==> src/rtl/aes_pkg.sv <==
// Shared AES controller definitions: state codes for the encryption and decryption managers
// (kept disjoint so dbg_state is unambiguous) and the state-matrix input mux encodings.
package aes_pkg;

  localparam int unsigned NumRoundsDefault = 10;

  typedef enum logic [5:0] {
    EncIdle            = 6'd0,
    EncPtextWrite      = 6'd1,
    EncKeyWrite        = 6'd2,
    EncComputeRoundkeys = 6'd3,
    EncAddRoundKey     = 6'd4,
    EncSubBytes        = 6'd5,
    EncShiftRows       = 6'd6,
    EncMixColumns      = 6'd7,
    EncEncryptionDone  = 6'd8,
    EncCtextRead       = 6'd9
  } enc_state_e;

  typedef enum logic [5:0] {
    StIdle             = 6'd0,
    StCtextWrite       = 6'd1,
    StKeyWrite         = 6'd2,
    StComputeRoundkeys = 6'd3,
    StInvAddRoundKey   = 6'd10,
    StInvShiftRows     = 6'd11,
    StInvSubBytes      = 6'd12,
    StInvMixColumns    = 6'd13,
    StDecryptionDone   = 6'd14,
    StPtextRead        = 6'd15
  } dec_state_e;

  typedef enum logic [3:0] {
    SelExternal      = 4'd0,
    SelSubBytes      = 4'd1,
    SelShiftRows     = 4'd2,
    SelMixColumns    = 4'd3,
    SelAddRoundKey   = 4'd4,
    SelInvSubBytes   = 4'd5,
    SelInvShiftRows  = 4'd6,
    SelInvMixColumns = 4'd7
  } mat_sel_e;

  // States that walk the matrix one row/column per cycle for exactly four cycles.
  function automatic logic is_step_state(input dec_state_e st);
    return st inside {StCtextWrite, StKeyWrite, StInvAddRoundKey, StInvShiftRows,
                      StInvSubBytes, StInvMixColumns, StPtextRead};
  endfunction

endpackage

==> src/rtl/aes_decrypt_manager_if.sv <==
// Handshake and state-matrix control bus of the AES decryption manager.
interface aes_decrypt_manager_if;
  logic       start_write_n;
  logic       start_read_n;
  logic       key_expand_done;
  logic       done;
  logic       busy;
  logic [5:0] dbg_state;
  logic [3:0] dbg_round;
  logic [3:0] round_key_idx;
  logic [3:0] matrix_in_sel;
  logic       matrix_write_enable;
  logic       key_write_enable;
  logic       mat_row_col;
  logic       mat_read_write;
  logic [1:0] mat_idx;

  modport master (
    input  start_write_n, start_read_n, key_expand_done,
    output done, busy, dbg_state, dbg_round, round_key_idx, matrix_in_sel,
           matrix_write_enable, key_write_enable, mat_row_col, mat_read_write, mat_idx
  );

  modport slave (
    output start_write_n, start_read_n, key_expand_done,
    input  done, busy, dbg_state, dbg_round, round_key_idx, matrix_in_sel,
           matrix_write_enable, key_write_enable, mat_row_col, mat_read_write, mat_idx
  );
endinterface

==> src/rtl/aes_step_counter.sv <==
// Two-bit step counter pacing the four-cycle load, operation and readout states.
module aes_step_counter (
  input  logic       clock,
  input  logic       reset_n,
  input  logic       clear,
  input  logic       enable,
  output logic [1:0] count,
  output logic       terminal
);

  logic [1:0] count_q, count_d;

  always_comb begin
    count_d = count_q;
    if (clear) begin
      count_d = '0;
    end else if (enable) begin
      count_d = count_q + 2'd1;
    end
  end

  always_ff @(posedge clock or negedge reset_n) begin
    if (!reset_n) begin
      count_q <= '0;
    end else begin
      count_q <= count_d;
    end
  end

  assign count    = count_q;
  assign terminal = (count_q == 2'd3);

endmodule

==> src/rtl/aes_decrypt_manager.sv <==
// AES-128 inverse-cipher sequencer driving the shared state-matrix control bus.
// Optional AES_DEC_ABORT_EN adds a synchronous active-low abort_n input.
module aes_decrypt_manager
  import aes_pkg::*;
#(
  parameter int unsigned NUM_ROUNDS = NumRoundsDefault
) (
  input logic clock,
  input logic reset_n,
`ifdef AES_DEC_ABORT_EN
  input logic abort_n,
`endif
  aes_decrypt_manager_if.master bus
);

  localparam logic [3:0] LastRound = 4'(NUM_ROUNDS);

  dec_state_e state_q, state_d;
  logic [3:0] round_q, round_d;
  logic       done_q, done_d;
  logic [1:0] count_4;
  logic       step_last;
  logic       busy;

  aes_step_counter u_step_counter (
    .clock    (clock),
    .reset_n  (reset_n),
    .clear    (state_d != state_q),
    .enable   (is_step_state(state_q)),
    .count    (count_4),
    .terminal (step_last)
  );

  always_comb begin
    busy = is_step_state(state_q) || (state_q == StComputeRoundkeys);
  end

  always_comb begin
    state_d = state_q;
    round_d = round_q;
    done_d  = 1'b0;
    case (state_q)
      StIdle:             if (!bus.start_write_n) state_d = StCtextWrite;
      StCtextWrite:       if (step_last) state_d = StKeyWrite;
      StKeyWrite:         if (step_last) state_d = StComputeRoundkeys;
      StComputeRoundkeys: begin
        if (bus.key_expand_done) begin
          state_d = StInvAddRoundKey;
          round_d = LastRound;
        end
      end
      StInvAddRoundKey: begin
        if (step_last) begin
          if (round_q == 4'd0) begin
            state_d = StDecryptionDone;
          end else if (round_q == LastRound) begin
            // The initial AddRoundKey is not followed by InvMixColumns.
            state_d = StInvShiftRows;
            round_d = round_q - 4'd1;
          end else begin
            state_d = StInvMixColumns;
          end
        end
      end
      StInvMixColumns: begin
        if (step_last) begin
          state_d = StInvShiftRows;
          round_d = round_q - 4'd1;
        end
      end
      StInvShiftRows:     if (step_last) state_d = StInvSubBytes;
      StInvSubBytes:      if (step_last) state_d = StInvAddRoundKey;
      StDecryptionDone:   if (!bus.start_read_n) state_d = StPtextRead;
      StPtextRead: begin
        if (step_last) begin
          state_d = StIdle;
          done_d  = 1'b1;
        end
      end
      default:            state_d = StIdle;
    endcase
`ifdef AES_DEC_ABORT_EN
    if (!abort_n && busy) begin
      state_d = StIdle;
      round_d = '0;
      done_d  = 1'b0;
    end
`endif
  end

  always_ff @(posedge clock or negedge reset_n) begin
    if (!reset_n) begin
      state_q <= StIdle;
      round_q <= '0;
      done_q  <= 1'b0;
    end else begin
      state_q <= state_d;
      round_q <= round_d;
      done_q  <= done_d;
    end
  end

  always_comb begin
    bus.matrix_in_sel       = SelExternal;
    bus.matrix_write_enable = 1'b0;
    bus.key_write_enable    = 1'b0;
    bus.mat_row_col         = 1'b0;
    bus.mat_read_write      = 1'b0;
    case (state_q)
      StCtextWrite: begin
        bus.matrix_write_enable = 1'b1;
        bus.mat_row_col         = 1'b1;
        bus.mat_read_write      = 1'b1;
      end
      StKeyWrite: begin
        bus.key_write_enable = 1'b1;
        bus.mat_row_col      = 1'b1;
        bus.mat_read_write   = 1'b1;
      end
      StInvAddRoundKey: begin
        bus.matrix_in_sel = SelAddRoundKey;
        bus.mat_row_col   = 1'b1;
      end
      StInvShiftRows:  bus.matrix_in_sel = SelInvShiftRows;
      StInvSubBytes:   bus.matrix_in_sel = SelInvSubBytes;
      StInvMixColumns: begin
        bus.matrix_in_sel = SelInvMixColumns;
        bus.mat_row_col   = 1'b1;
      end
      StPtextRead:     bus.mat_row_col = 1'b1;
      default: ;
    endcase
  end

  assign bus.busy          = busy;
  assign bus.done          = done_q;
  assign bus.dbg_state     = state_q;
  assign bus.dbg_round     = round_q;
  assign bus.round_key_idx = round_q;
  assign bus.mat_idx       = count_4;

endmodule
==> src/flat_wrapper.sv <==
// flat-port wrapper written by rule: the top's interface ports become plain ports
module aes_decrypt_manager_flat import aes_pkg::*;
#(
  parameter int unsigned NUM_ROUNDS = NumRoundsDefault
)
  (clock, reset_n, bus_start_write_n, bus_start_read_n, bus_key_expand_done, bus_done, bus_busy, bus_dbg_state, bus_dbg_round, bus_round_key_idx, bus_matrix_in_sel, bus_matrix_write_enable, bus_key_write_enable, bus_mat_row_col, bus_mat_read_write, bus_mat_idx);
  aes_decrypt_manager_if bus_i ();
  input logic clock;
  input logic reset_n;
  input wire logic [$bits(bus_i.start_write_n)-1:0] bus_start_write_n;
  input wire logic [$bits(bus_i.start_read_n)-1:0] bus_start_read_n;
  input wire logic [$bits(bus_i.key_expand_done)-1:0] bus_key_expand_done;
  output wire logic [$bits(bus_i.done)-1:0] bus_done;
  output wire logic [$bits(bus_i.busy)-1:0] bus_busy;
  output wire logic [$bits(bus_i.dbg_state)-1:0] bus_dbg_state;
  output wire logic [$bits(bus_i.dbg_round)-1:0] bus_dbg_round;
  output wire logic [$bits(bus_i.round_key_idx)-1:0] bus_round_key_idx;
  output wire logic [$bits(bus_i.matrix_in_sel)-1:0] bus_matrix_in_sel;
  output wire logic [$bits(bus_i.matrix_write_enable)-1:0] bus_matrix_write_enable;
  output wire logic [$bits(bus_i.key_write_enable)-1:0] bus_key_write_enable;
  output wire logic [$bits(bus_i.mat_row_col)-1:0] bus_mat_row_col;
  output wire logic [$bits(bus_i.mat_read_write)-1:0] bus_mat_read_write;
  output wire logic [$bits(bus_i.mat_idx)-1:0] bus_mat_idx;
  assign bus_i.start_write_n = bus_start_write_n;
  assign bus_i.start_read_n = bus_start_read_n;
  assign bus_i.key_expand_done = bus_key_expand_done;
  assign bus_done = bus_i.done;
  assign bus_busy = bus_i.busy;
  assign bus_dbg_state = bus_i.dbg_state;
  assign bus_dbg_round = bus_i.dbg_round;
  assign bus_round_key_idx = bus_i.round_key_idx;
  assign bus_matrix_in_sel = bus_i.matrix_in_sel;
  assign bus_matrix_write_enable = bus_i.matrix_write_enable;
  assign bus_key_write_enable = bus_i.key_write_enable;
  assign bus_mat_row_col = bus_i.mat_row_col;
  assign bus_mat_read_write = bus_i.mat_read_write;
  assign bus_mat_idx = bus_i.mat_idx;
  aes_decrypt_manager #(.NUM_ROUNDS(NUM_ROUNDS)) u_core (.clock(clock), .reset_n(reset_n), .bus(bus_i));
endmodule
==> config.mk <==
export PLATFORM = sky130hd
export DESIGN_NAME = aes_decrypt_manager_flat
export DESIGN_NICKNAME = d
export VERILOG_FILES = /design/src/rtl/aes_pkg.sv /design/src/rtl/aes_decrypt_manager_if.sv /design/src/rtl/aes_step_counter.sv /design/src/rtl/aes_decrypt_manager.sv /design/src/flat_wrapper.sv
export SDC_FILE = /design/constraint.sdc
export NUM_CORES = 1
export LEC_CHECK = 0
export ABC_CLOCK_PERIOD_IN_PS = 4900
export CAP_MARGIN = 5
export CORE_ASPECT_RATIO = 1.5
export CORE_MARGIN = 4
export CORE_UTILIZATION = 52
export CTS_BUF_LIST = sky130_fd_sc_hd__clkbuf_8
export DETAILED_ROUTE_END_ITERATION = 10
export PLACE_DENSITY = 0.91
export SYNTH_ARGS = -nofsm -noshare
export SYNTH_HDL_FRONTEND = slang
export SYNTH_HIERARCHICAL = 1
export SYNTH_SLANG_ARGS = --single-unit
export TNS_END_PERCENT = 5
==> constraint.sdc <==
create_clock -name clock -period 4.9 [get_ports clock]
set_input_delay 0.98 -clock clock [delete_from_list [all_inputs] [get_ports clock]]
set_output_delay 0.98 -clock clock [all_outputs]
set_load 0.05 [all_outputs]
# == Yosys cells after proc, flatten, opt, wreduce, memory -nomap -nowiden ==
# Cells that the tools add are included.
# classes
addsub,2
eq_ne,17
n_mux,28
reduce_logical,9
# ops
op,count
$mux 6,11
$pmux 6 s10,1
$eq 6x4->1 const B,6
$mux 4,5
$eq 6x2->1 const B,2
$pmux 3 s4,1
$pmux 4 s3,1
$reduce_bool 7->1,1
$eq 6x1->1 const B,1
$logic_not 6->1,1
$mux 1,6
$ne 2x2->1 const B,3
$ne 6x6->1,1
$reduce_and 6->1,1
$reduce_or 5->1,1
$eq 4x4->1 const B,1
$logic_not 4->1,1
$mux 2,2
$ne 2x1->1 const B,2
$sub 4x1->4 const B,1
$mux 3,1
$reduce_bool 3->1,1
$add 2x1->2 const B,1
$eq 2x2->1 const B,1
3 further kinds,3
# word_totals
regBits,13
input_bits,5
out_inout_bits,26
word_cells,60

# == Logic depth before layout (Yosys ltp) ==
# Gate-level depths: netlist of the first run.
# logic_depth
depth_word,7
mapped_depth,8
ltp_nobuf,8

# == By module ==
# Netlist of the first run, hierarchy kept.
# by_module_without_submodules
module,instances,cells_per_inst,area_each_um2,seq_area_each_um2
aes_decrypt_manager,1,110,923.4,275.3
aes_step_counter,1,7,88.8,50.0

# == Worst setup path after synthesis of the first run ==
# OpenSTA, ideal clock, no wires.
# synth_timing
path_kind,register to output
from,register u_core.state_q[5] (netlist: u_core/bus.dbg_state[5])
to,output port bus_matrix_in_sel[1]
arrival_ps,2215
required_ps,3920
setup_slack_ps,1705
path_stages_with_launch,4
n_path_buf,0
path_cell_list,dfrtp_1 -> nor2_1 -> nand2_1 -> nor3_1
# synth_between
elab_chain_cells,2
word_cells_on_any_way,5
classes_between,eq/ne: 4; mux: 1
# synth_lines
element,line,text
"start, declared",aes_decrypt_manager.sv:18,"dec_state_e state_q, state_d;"
"start signal, assigned",aes_decrypt_manager.sv:93,state_q <= StIdle;
"start signal, assigned",aes_decrypt_manager.sv:97,state_q <= state_d;
$eq 6x4->1,aes_decrypt_manager.sv:109,case (state_q)
$pmux 3 s4 (*),aes_decrypt_manager.sv:109,
"end, declared",flat_wrapper.sv:18,output wire logic [$bits(bus_i.matrix_in_sel)-1:0] bus_matrix_in_sel;
# Every way passes the cells marked *; elsewhere a longest branch is shown, timed or not.

# == Worst setup path after layout of the first run ==
# layout_timing
from,register u_core.state_q[1] (netlist: u_core/bus.dbg_state[1])
to,output port bus_busy
# layout_between
elab_chain_cells,3
word_cells_on_any_way,10
classes_between,eq/ne: 8; reduce/logical: 2
# layout_lines
element,line,text
$eq 6x1->1 (tied with other cells),aes_pkg.sv:46,"return st inside {StCtextWrite, StKeyWrite, StInvAddRoundKey, StInvShiftRows,"
$reduce_bool 7->1,aes_pkg.sv:46,
$logic_or 1x1->1 (*),aes_decrypt_manager.sv:35,busy = is_step_state(state_q) || (state_q == StComputeRoundkeys);
"end, declared",flat_wrapper.sv:14,output wire logic [$bits(bus_i.busy)-1:0] bus_busy;
# Marks and branches as above.

==> impl_metrics.yaml, run 1 <==
sta:
  fmax_ghz: 0.277
  final.setup_skew_ns: 0.00486
  finalHoldViolCount: 0
  worst_slew_pin_slew_ns: 0.591
  setup_viol: 0
  tns_ns: 0
  drv_slew: 0
  fin_crit_ns: 3.61
  rsz0062_at_grt: "no"
  fin_crit_sh_pct: 73.6
  slew-limit-headroom_pct: 60.6
power_and_ir_drop:
  leakage_nw: 0.524
  ir_drop_mv: 0.183
  fin_total_pwr_mw: 0.234
  powerDensity_nw_per_um2: 179
setup_path:
  cp-start-kind: "flip-flop"
  crit_family: "buffers and inverters"
  cp.arrival_ns: 2.63
  end_kind: "output port"
  critical_path.cell_chain: "or3_1 -> a21oi_1 -> o31a_1 -> a31o_2 -> clkdlybuf4s50_1"
  crit_slowest_cell: "clkdlybuf4s50_1"
  critPathBufInv: 1
  crit_path_max_fanout: 20
  max_stage_delay_ns: 0.79
  crit_type: "reg2out"
  critPathRequiredTime_ns: 3.92
routing:
  drc: 0
  num_vias: 959
  dr_wl_met3_um: 99
  vias_per_cell: 5.96
  wl_met1_um: 983
  routedWlPerCell_um: 14.8
  dr_wl_met2_mm: 1.24
  drt_iter0_drc: 47
  ant_nets: 0
  top_layer: "met4"
  wirelength_mm: 2.39
  dr.pass1.iters: 4
grt:
  grt_overflow_total: 0
  first_global_vias: 948
  grt.total_usage_pct: 19.6
  grt_max_degree: 21
  grt_antenna_before_repair: 0
  grt_pass1_wl_mm: 4.02
logic_synthesis:
  syn_area_um2: 1010
  synth.area.top_cells: "dfrtp_1 (32%), buf_4 (4.4%), nand2_1 (4.1%)"
  synth-seq-cells: 13
  synthCells: 117
  synth_seq_area_share_pct: 32.1
  synthFlopType: "dfrtp_1"
  yosysTopAreaCell: "dfrtp_1"
  ys_warn_count: 6
  ys_types: 43
  avgSynthCellArea_um2: 8.65
  synth_edf_count: 0
  async_reset_ff_share_pct: 100
  yosysTopAreaCellShare_pct: 32.1
clocking:
  ctsResizeCount: 0
  postCtsHoldBufs: 0
  clkTransAtPathRegs_ns: 0.05
  cts_sinks: 13
  cts_buffers: 3
  cts_root_buf: "clkbuf_8"
  postCtsSetupBuffers: 0
  h-tree-depth: 1
  clk_latency_ns: 0.24
  cts_tree: "done"
  clk_path_buf_depth: 2
worst_hold_path:
  hold_path_class: "reg2reg"
status:
  status: "complete, no violations"
cells_and_area:
  area_growth_syn_to_layout_pct: 28.7
  num-fill-cells: 147
  final_nets: 149
  drive_above_1_share_pct: 9.29
  antenna-diode-count: 0
  stdcell_count: 161
job:
  drv_cap: 0
die:
  die_x_um: 44.0
  start_util_pct: 54.6
  die_area_um2: 2730
  coreArea_um2: 1850
  num_rows: 19
  die_y_um: 62.0
  io_pins: 31
place:
  globalplace.congestion: 0.810
  dpl.hpwl_mm: 1.79
  numPortBuffers: 29
  dp_cells: 157
## state kept, by name, indices dropped and copies added (netlist names)
name                         cells
u_core/bus.dbg_state             6
u_core/u_step_counter/count      2
u_core/bus.dbg_round             4
u_core/bus.done                  1
## synth_stat cells, types with 2 or more instances
library cell	n
a21oi_1	8
a21oi_2	2
and3_1	2
and3b_1	2
buf_2	3
buf_4	6
clkbuf_1	2
dfrtp_1	13
ha_1	3
inv_1	5
mux2i_1	3
nand2_1	11
nand4_1	3
nand4b_1	2
nor2_1	11
nor3_1	4
nor4bb_1	2
o211ai_1	3
o21a_1	2
o21ai_0	3
or3_1	2
or4bb_1	2
xnor2_1	3
## placed cells by master, fill, tap and decap left out, drive strengths merged, types with 2 or more instances in the layout
master / count
a21oi: 10
and3: 2
and3b: 2
clkbuf: 3
clkdlybuf4s50: 29
conb: 3
dfrtp: 13
ha: 3
inv: 6
mux2i: 3
nand2: 11
nand3: 2
nand4: 3
nand4b: 2
nor2: 11
nor3: 4
nor4bb: 2
o211ai: 3
o21a: 2
o21ai: 4
or3: 2
or4bb: 2
xnor2: 3
## logic make-up (layout without fill, tap and decap cells)
family / count (synthesis) / in the layout / share of synthesized area [%]
muxes: 4 / 4 / 4.08
and+or+nand+nor: 48 / 48 / 27.9
other: 1 / 3 / 0.370
xor gates and xnor gates: 3 / 3 / 2.60
DFF: 13 / 13 / 32.1
adders and majority gates: 3 / 3 / 3.71
buffers and inverters: 17 / 38 / 9.64
AOI/OAI and AO/OA: 28 / 28 / 19.5
## tightest hold or removal path: stages (launching register included)
cell	delay, ns
dfrtp_1	0.36
mux2i_1	0.09
nor2_1	0.10
## path summary, 6_finish.rpt
kind / startpoint / to / slack (ns) / cells after the start
setup / recovery: u_core/bus.dbg_state[1] / bus_busy / 1.29 / 5
hold / removal: u_core/u_step_counter/count[1] / u_core/u_step_counter/count[1] / 0.59 / 2
setup reg to reg: u_core/bus.dbg_state[2] / u_core/u_step_counter/count[1] / 2.80 / 6
hold reg to reg: u_core/u_step_counter/count[1] / u_core/u_step_counter/count[1] / 0.59 / 2
max in group asynchronous: reset_n / u_core/bus.dbg_round[2] / 3.43 / 1
min in group asynchronous: reset_n / u_core/bus.dbg_round[1] / 1.10 / 1
## layout make-up
cell class | count | area [um^2] | share of cell area [%]
Clock buffer | 3 | 41.3 | 3.17
Sequential cell | 13 | 325 | 25.0
Clock inverter | 1 | 3.75 | 0.288
Multi-Input combinational cell | 89 | 597 | 45.8
Timing Repair Buffer | 29 | 290 | 22.3
Inverter | 5 | 18.8 | 1.44
Tap cell | 21 | 26.3 | 2.02
## stage by stage
stage,hold slack [ns],utilization (%),worst slack (ns),instance area (um^2)
final,0.592,70.2,1.29,1300
after global placement,0.546,67.8,1.60,1260
after floorplan,0.684,-,1.70,1020
after detailed placement,0.589,67.8,1.54,1260
after global routing,0.623,70.2,1.14,1300
after CTS,0.601,70.2,1.28,1300
## report_power, final
group | total, mW | internal, mW | leakage, nW | switching, mW
Clock | 0.0912 | 0.0552 | 0.0269 | 0.0361
Combinational | 0.0296 | 0.0106 | 0.325 | 0.0190
Sequential | 0.113 | 0.109 | 0.171 | 0.00379
## per-layer routing
| layer | global-route usage (%) | vias to the layer above |
|---|---|---|
| met5 | 0 | - |
| met4 | 12.5 | 0 |
| met3 | 2.59 | 9 |
| li1 | - | 463 |
| met1 | 23.0 | 452 |
| met2 | 33.3 | 35 |
Note: power is estimated with default switching activity, not from simulation.
==> run 2: changes to the inputs <==
Settings changed: ABC_CLOCK_PERIOD_IN_PS 4900 to 3300, CORE_UTILIZATION 52 to 43, PLACE_DENSITY 0.91 to 0.8.
Clock period 4.9 ns to 3.3 ns, I/O delays scaled along.
==> run 2 against run 1 <==
Wire length increased by 2.8%. Setup slack got worse by 1.0 ns. Die area increased by 18%. Critical endpoint is now bus_mat_read_write. Highest routed layer unchanged. Non-clock buffer count increased by 3. Critical path depth decreased by 2. Sequential power increased by 47%. Largest cell class unchanged. Sequential cell count unchanged. Global-route usage decreased by 2.8 points. Clock skew decreased by 0.0024 ns. Sequential share of layout area decreased by 0.42 points.
==> impl_metrics.yaml, run 2 (synthesis gave the netlist of run 1 again) <==
power_and_ir_drop:
  powerDensity_nw_per_um2: 261
  sw_frac_of_total_pct: 24.6
  fin_total_pwr_mw: 0.346
  seqPwrFrac_pct: 48.0
  p_comb_share_pct: 13.6
  ir_drop_mv: 0.265
  power_frac_clock_pct: 38.5
  internal_power_mw: 0.261
  leakage_nw: 0.541
  p_switching_mw: 0.0853
cells_and_area:
  largest_reg_flops: 6
  drive_above_1_share_pct: 11.9
  area_growth_syn_to_layout_pct: 30.9
  final_nets: 152
  final_cell_mix: "clkdlybuf4s50_1 (28), dfrtp_1 (13), nor2_1 (11), nand2_1 (11), a21oi_1 (8)"
  postLayoutCoreUtil_pct: 59.3
  finalInstanceArea_um2: 1330
  final_common_cell: "clkdlybuf4s50_1"
  antenna-diode-count: 0
die:
  die_x_um: 47.6
  start_util_pct: 45.3
  die_area_um2: 3210
  io_pins: 31
  num_rows: 21
  die_y_um: 67.4
  coreArea_um2: 2230
grt:
  first_global_vias: 884
  grt_overflow_total: 0
  grt_max_degree: 19
  grt_antenna_before_repair: 0
  grt_pass1_wl_mm: 3.88
  grt.total_usage_pct: 16.8
clocking:
  postCtsSetupBuffers: 0
  clk_latency_ns: 0.24
  cts_buffers: 3
  ctsResizeCount: 0
  cts_root_buf: "clkbuf_8"
  cts_tree: "done"
  clk_path_buf_depth: 2
  h-tree-depth: 1
  clkTransAtPathRegs_ns: 0.05
  postCtsHoldBufs: 0
  cts_sinks: 13
routing:
  dr.pass1.iters: 4
  wl_met1_mm: 1.03
  top_layer: "met4"
  ant_nets: 0
  dr_wl_met2_mm: 1.29
  dr_wl_met3_um: 80
  routedWlPerCell_um: 14.8
  vias_per_cell: 5.78
  wirelength_mm: 2.46
  num_vias: 959
  drc: 0
  drt_iter0_drc: 32
place:
  placed_area_um2: 1280
  dpl.hpwl_mm: 1.88
  numPortBuffers: 29
  globalplace.congestion: 0.930
  place_ws_ns: 0.516
sta:
  fmax_ghz: 0.329
  final.setup_skew_ns: 0.00246
  finalHoldViolCount: 0
  tns_ns: 0
  worst_slew_pin_slew_ns: 0.583
  setup_ws_ns: 0.261
  setup_viol: 0
  drv_slew: 0
  rsz0062_at_grt: "no"
  slew-limit-headroom_pct: 61.0
  fin_crit_ns: 3.04
  fin_crit_sh_pct: 92.1
setup_path:
  crit_end: "bus_mat_read_write"
  crit_type: "reg2out"
  cp.arrival_ns: 2.38
  r2r_slack_ns: 1.26
  timing.rr.end: "u_core/u_step_counter/count[0]"
  critPathRequiredTime_ns: 2.64
  r2r_start: "u_core/bus.dbg_state[3]"
  max_stage_delay_ns: 0.83
  r2r_cells: 6
  critical_path.cell_chain: "or4_4 -> a21oi_1 -> clkdlybuf4s50_1"
  crit_path_max_fanout: 18
  cp-start-kind: "flip-flop"
  crit_path_start: "u_core/bus.dbg_state[3]"
  end_kind: "output port"
  crit_slowest_cell: "clkdlybuf4s50_1"
status:
  status: "complete, no violations"
worst_hold_path:
  hold_path_class: "reg2reg"
job:
  drv_cap: 0
[run 2: power groups by stage]
| stage | sequential (mW) | clock, mW | combinational (mW) |
|---|---|---|---|
| 3_3_place_gp | 0.169 | 0 | 0.0464 |
| 5_1_grt | 0.166 | 0.145 | 0.0499 |
| 2_1_floorplan | 0.174 | 0 | 0.0244 |
| 6_report | 0.166 | 0.133 | 0.0469 |
| 4_1_cts | 0.166 | 0.140 | 0.0469 |
| 3_5_place_dp | 0.169 | 0 | 0.0467 |
[run 2: worst min path at each step]
| stage | end | cells past startpoint | slack [ns] | start |
|---|---|---|---|---|
| after global placement | u_core/u_step_counter/count[1] | 2 | 0.53 | u_core/u_step_counter/count[1] |
| after floorplan | u_core/bus.dbg_round[0] | 0 | 0.36 | reset_n |
| after CTS | u_core/u_step_counter/count[1] | 2 | 0.56 | u_core/u_step_counter/count[1] |
| after global routing | u_core/u_step_counter/count[1] | 2 | 0.58 | u_core/u_step_counter/count[1] |
| after detailed placement | u_core/u_step_counter/count[1] | 2 | 0.54 | u_core/u_step_counter/count[1] |
| final | u_core/u_step_counter/count[1] | 2 | 0.55 | u_core/u_step_counter/count[1] |
[run 2: area by class of cell]
class	count	area, um^2
fill	195	908
multi-input combinational	89	597
sequential	13	325
timing repair buffer	32	310
clock buffer	3	41.3
tap	23	28.8
inverter	5	18.8
clock inverter	1	3.75
[run 2: per-layer routing]
layer  global-route usage [%]  vias to the layer above
met5                        0                        -
met4                     10.4                        0
met3                     1.07                        6
met2                     27.7                       27
met1                     20.4                      458
li1                         -                      468
[run 2: critical path, delay by kind of cell (launching register included)]
kind,cells,cell delay [ns]
flops,1,0.55
buf+inv,1,0.83
simple gates,1,0.62
compound gates,1,0.14
[run 2: metrics by stage]
step | instances | hold slack (ns)
2_1_floorplan | 119 | 0.364
3_3_place_gp | 162 | 0.534
3_5_place_dp | 162 | 0.544
4_1_cts | 166 | 0.561
5_1_grt | 166 | 0.582
6_report | 166 | 0.554
==> run 3: changes to the inputs <==
Settings changed: CORE_UTILIZATION 43 to 41, CTS_BUF_LIST sky130_fd_sc_hd__clkbuf_8 to default, PLACE_DENSITY 0.8 to 0.77.
==> run 3 against run 2 <==
Via count grew 0.83%. Fmax shrank 2.4%. Cell count shrank 0.60%. Clock skew shrank 0.0013 ns. Final area shrank 2.0%. Power shrank 10%. Sequential cell count is the same. Register-to-register slack lost 0.04 ns. Clock power shrank 26%. Non-clock buffer count shrank 1. Count of clock-buffer cells in the layout grew 1. Worst hold slack gained 0.022 ns. Critical endpoint is now bus_matrix_in_sel[0]. Largest cell class unchanged. Highest routed layer unchanged.
==> impl_metrics.yaml, run 3 (synthesis gave the netlist of run 1 again) <==
setup_path:
  crit_path_max_fanout: 16
  r2r_start: "u_core/bus.dbg_state[2]"
  cp.arrival_ns: 2.45
  crit_slowest_cell: "clkdlybuf4s50_1"
  critPathRequiredTime_ns: 2.64
  crit_type: "reg2out"
  r2r_slack_ns: 1.22
  crit_path_start: "u_core/bus.dbg_state[2]"
  max_stage_delay_ns: 0.81
  critical_path.cell_chain: "or4bb_1 -> nor2_1 -> clkdlybuf4s50_1"
  cp-start-kind: "flip-flop"
  end_kind: "output port"
cells_and_area:
  final_nets: 151
  final_common_cell: "clkdlybuf4s50_1"
  largest_reg_flops: 6
  antenna-diode-count: 0
  drive_above_1_share_pct: 11.3
  final_cell_mix: "clkdlybuf4s50_1 (28), dfrtp_1 (13), nor2_1 (11), nand2_1 (11), a21oi_1 (8)"
  num-fill-cells: 221
  stdcell_count: 165
  area_growth_syn_to_layout_pct: 28.3
worst_hold_path:
  hold_path_class: "reg2reg"
  hp-start: "u_core/u_step_counter/count[1]"
routing:
  num_vias: 967
  drc: 0
  vias_per_cell: 5.86
  routedWlPerCell_um: 16.0
  ant_nets: 0
  wirelength_mm: 2.64
  drt_iter0_drc: 17
  dr.pass1.iters: 4
clocking:
  clk_latency_ns: 0.27
  postCtsHoldBufs: 0
  cts_sinks: 13
  postCtsSetupBuffers: 0
  cts_tree: "done"
  h-tree-depth: 1
  cts_buffers: 3
  ctsResizeCount: 0
  clk_path_buf_depth: 2
  clkTransAtPathRegs_ns: 0.08
  cts_root_buf: "clkbuf_4"
die:
  coreArea_um2: 2290
  die_y_um: 68.9
  start_util_pct: 44.3
  num_rows: 21
  die_area_um2: 3340
  die_x_um: 48.6
  io_pins: 31
sta:
  worst_slew_pin_slew_ns: 0.613
  fin_crit_sh_pct: 94.4
  rsz0062_at_grt: "no"
  finalHoldViolCount: 0
  final.setup_skew_ns: 0.00116
  setup_viol: 0
  tns_ns: 0
  drv_slew: 0
  fin_crit_ns: 3.11
  fmax_ghz: 0.321
  slew-limit-headroom_pct: 59.1
place:
  numPortBuffers: 29
  dp_cells: 161
  dpl.hpwl_mm: 1.97
  globalplace.congestion: 0.856
grt:
  grt_pass1_wl_mm: 4.41
  grt_antenna_before_repair: 0
  first_global_vias: 956
  grt_max_degree: 21
  grt.total_usage_pct: 16.7
  grt_overflow_total: 0
power_and_ir_drop:
  ir_drop_mv: 0.200
  powerDensity_nw_per_um2: 239
  leakage_nw: 0.524
status:
  status: "complete, no violations"
job:
  drv_cap: 0
-- run 3: through the flow --
stage	instance area, um^2	worst slack [ns]	util [%]	total power, mW	hold slack, ns
after detailed placement	1270	0.498	55.7	0.215	0.560
after CTS	1300	0.179	56.8	0.315	0.583
final	1300	0.186	56.8	0.310	0.576
after floorplan	1020	0.425	-	0.198	0.364
after global placement	1270	0.547	55.7	0.214	0.537
after global routing	1300	0.0902	56.8	0.326	0.637
-- run 3: metal layers --
layer  part of all wire (%)  vias to the layer above  routed length [um]  global-route usage [%]
met1                     40                      470                1040                    19.0
met4                    2.2                        0                  59                    9.09
li1                       -                      463                   -                       -
met2                     55                       28                1450                    29.9
met3                    3.1                        6                  82                    2.58
met5                      0                        -                   0                       0
-- run 3: worst paths after layout --
kind / endpoint / cells past startpoint
max in group asynchronous: u_core/bus.dbg_state[3] / 1
max reg2reg: u_core/u_step_counter/count[1] / 6
min: u_core/u_step_counter/count[1] / 2
min in group asynchronous: u_core/bus.dbg_state[4] / 1
max: bus_matrix_in_sel[0] / 3
min reg2reg: u_core/u_step_counter/count[1] / 2
-- run 3: cell type report --
type / instances / area, um^2 / share of cell area [%]
Clock buffer: 4 / 26.3 / 2.02
Inverter: 5 / 18.8 / 1.45
Multi-Input combinational cell: 89 / 597 / 46.0
Sequential cell: 13 / 325 / 25.0
Tap cell: 23 / 28.8 / 2.22
Timing Repair Buffer: 31 / 303 / 23.3
-- run 3: critical path: cells and delay by family (launching register included) --
kind	cells	cell delay [ns]
buffers and inverters	1	0.81
AND/OR/NAND/NOR	2	0.75
flip-flops	1	0.63
-- run 3: power by group --
part / leakage (nW) / total (mW) / internal, mW / switching, mW
registers: 0.171 / 0.167 / 0.161 / 0.00578
clock network: 0.0150 / 0.0985 / 0.0468 / 0.0517
logic: 0.338 / 0.0450 / 0.0165 / 0.0285
total: 0.524 / 0.310 / 0.224 / 0.0859
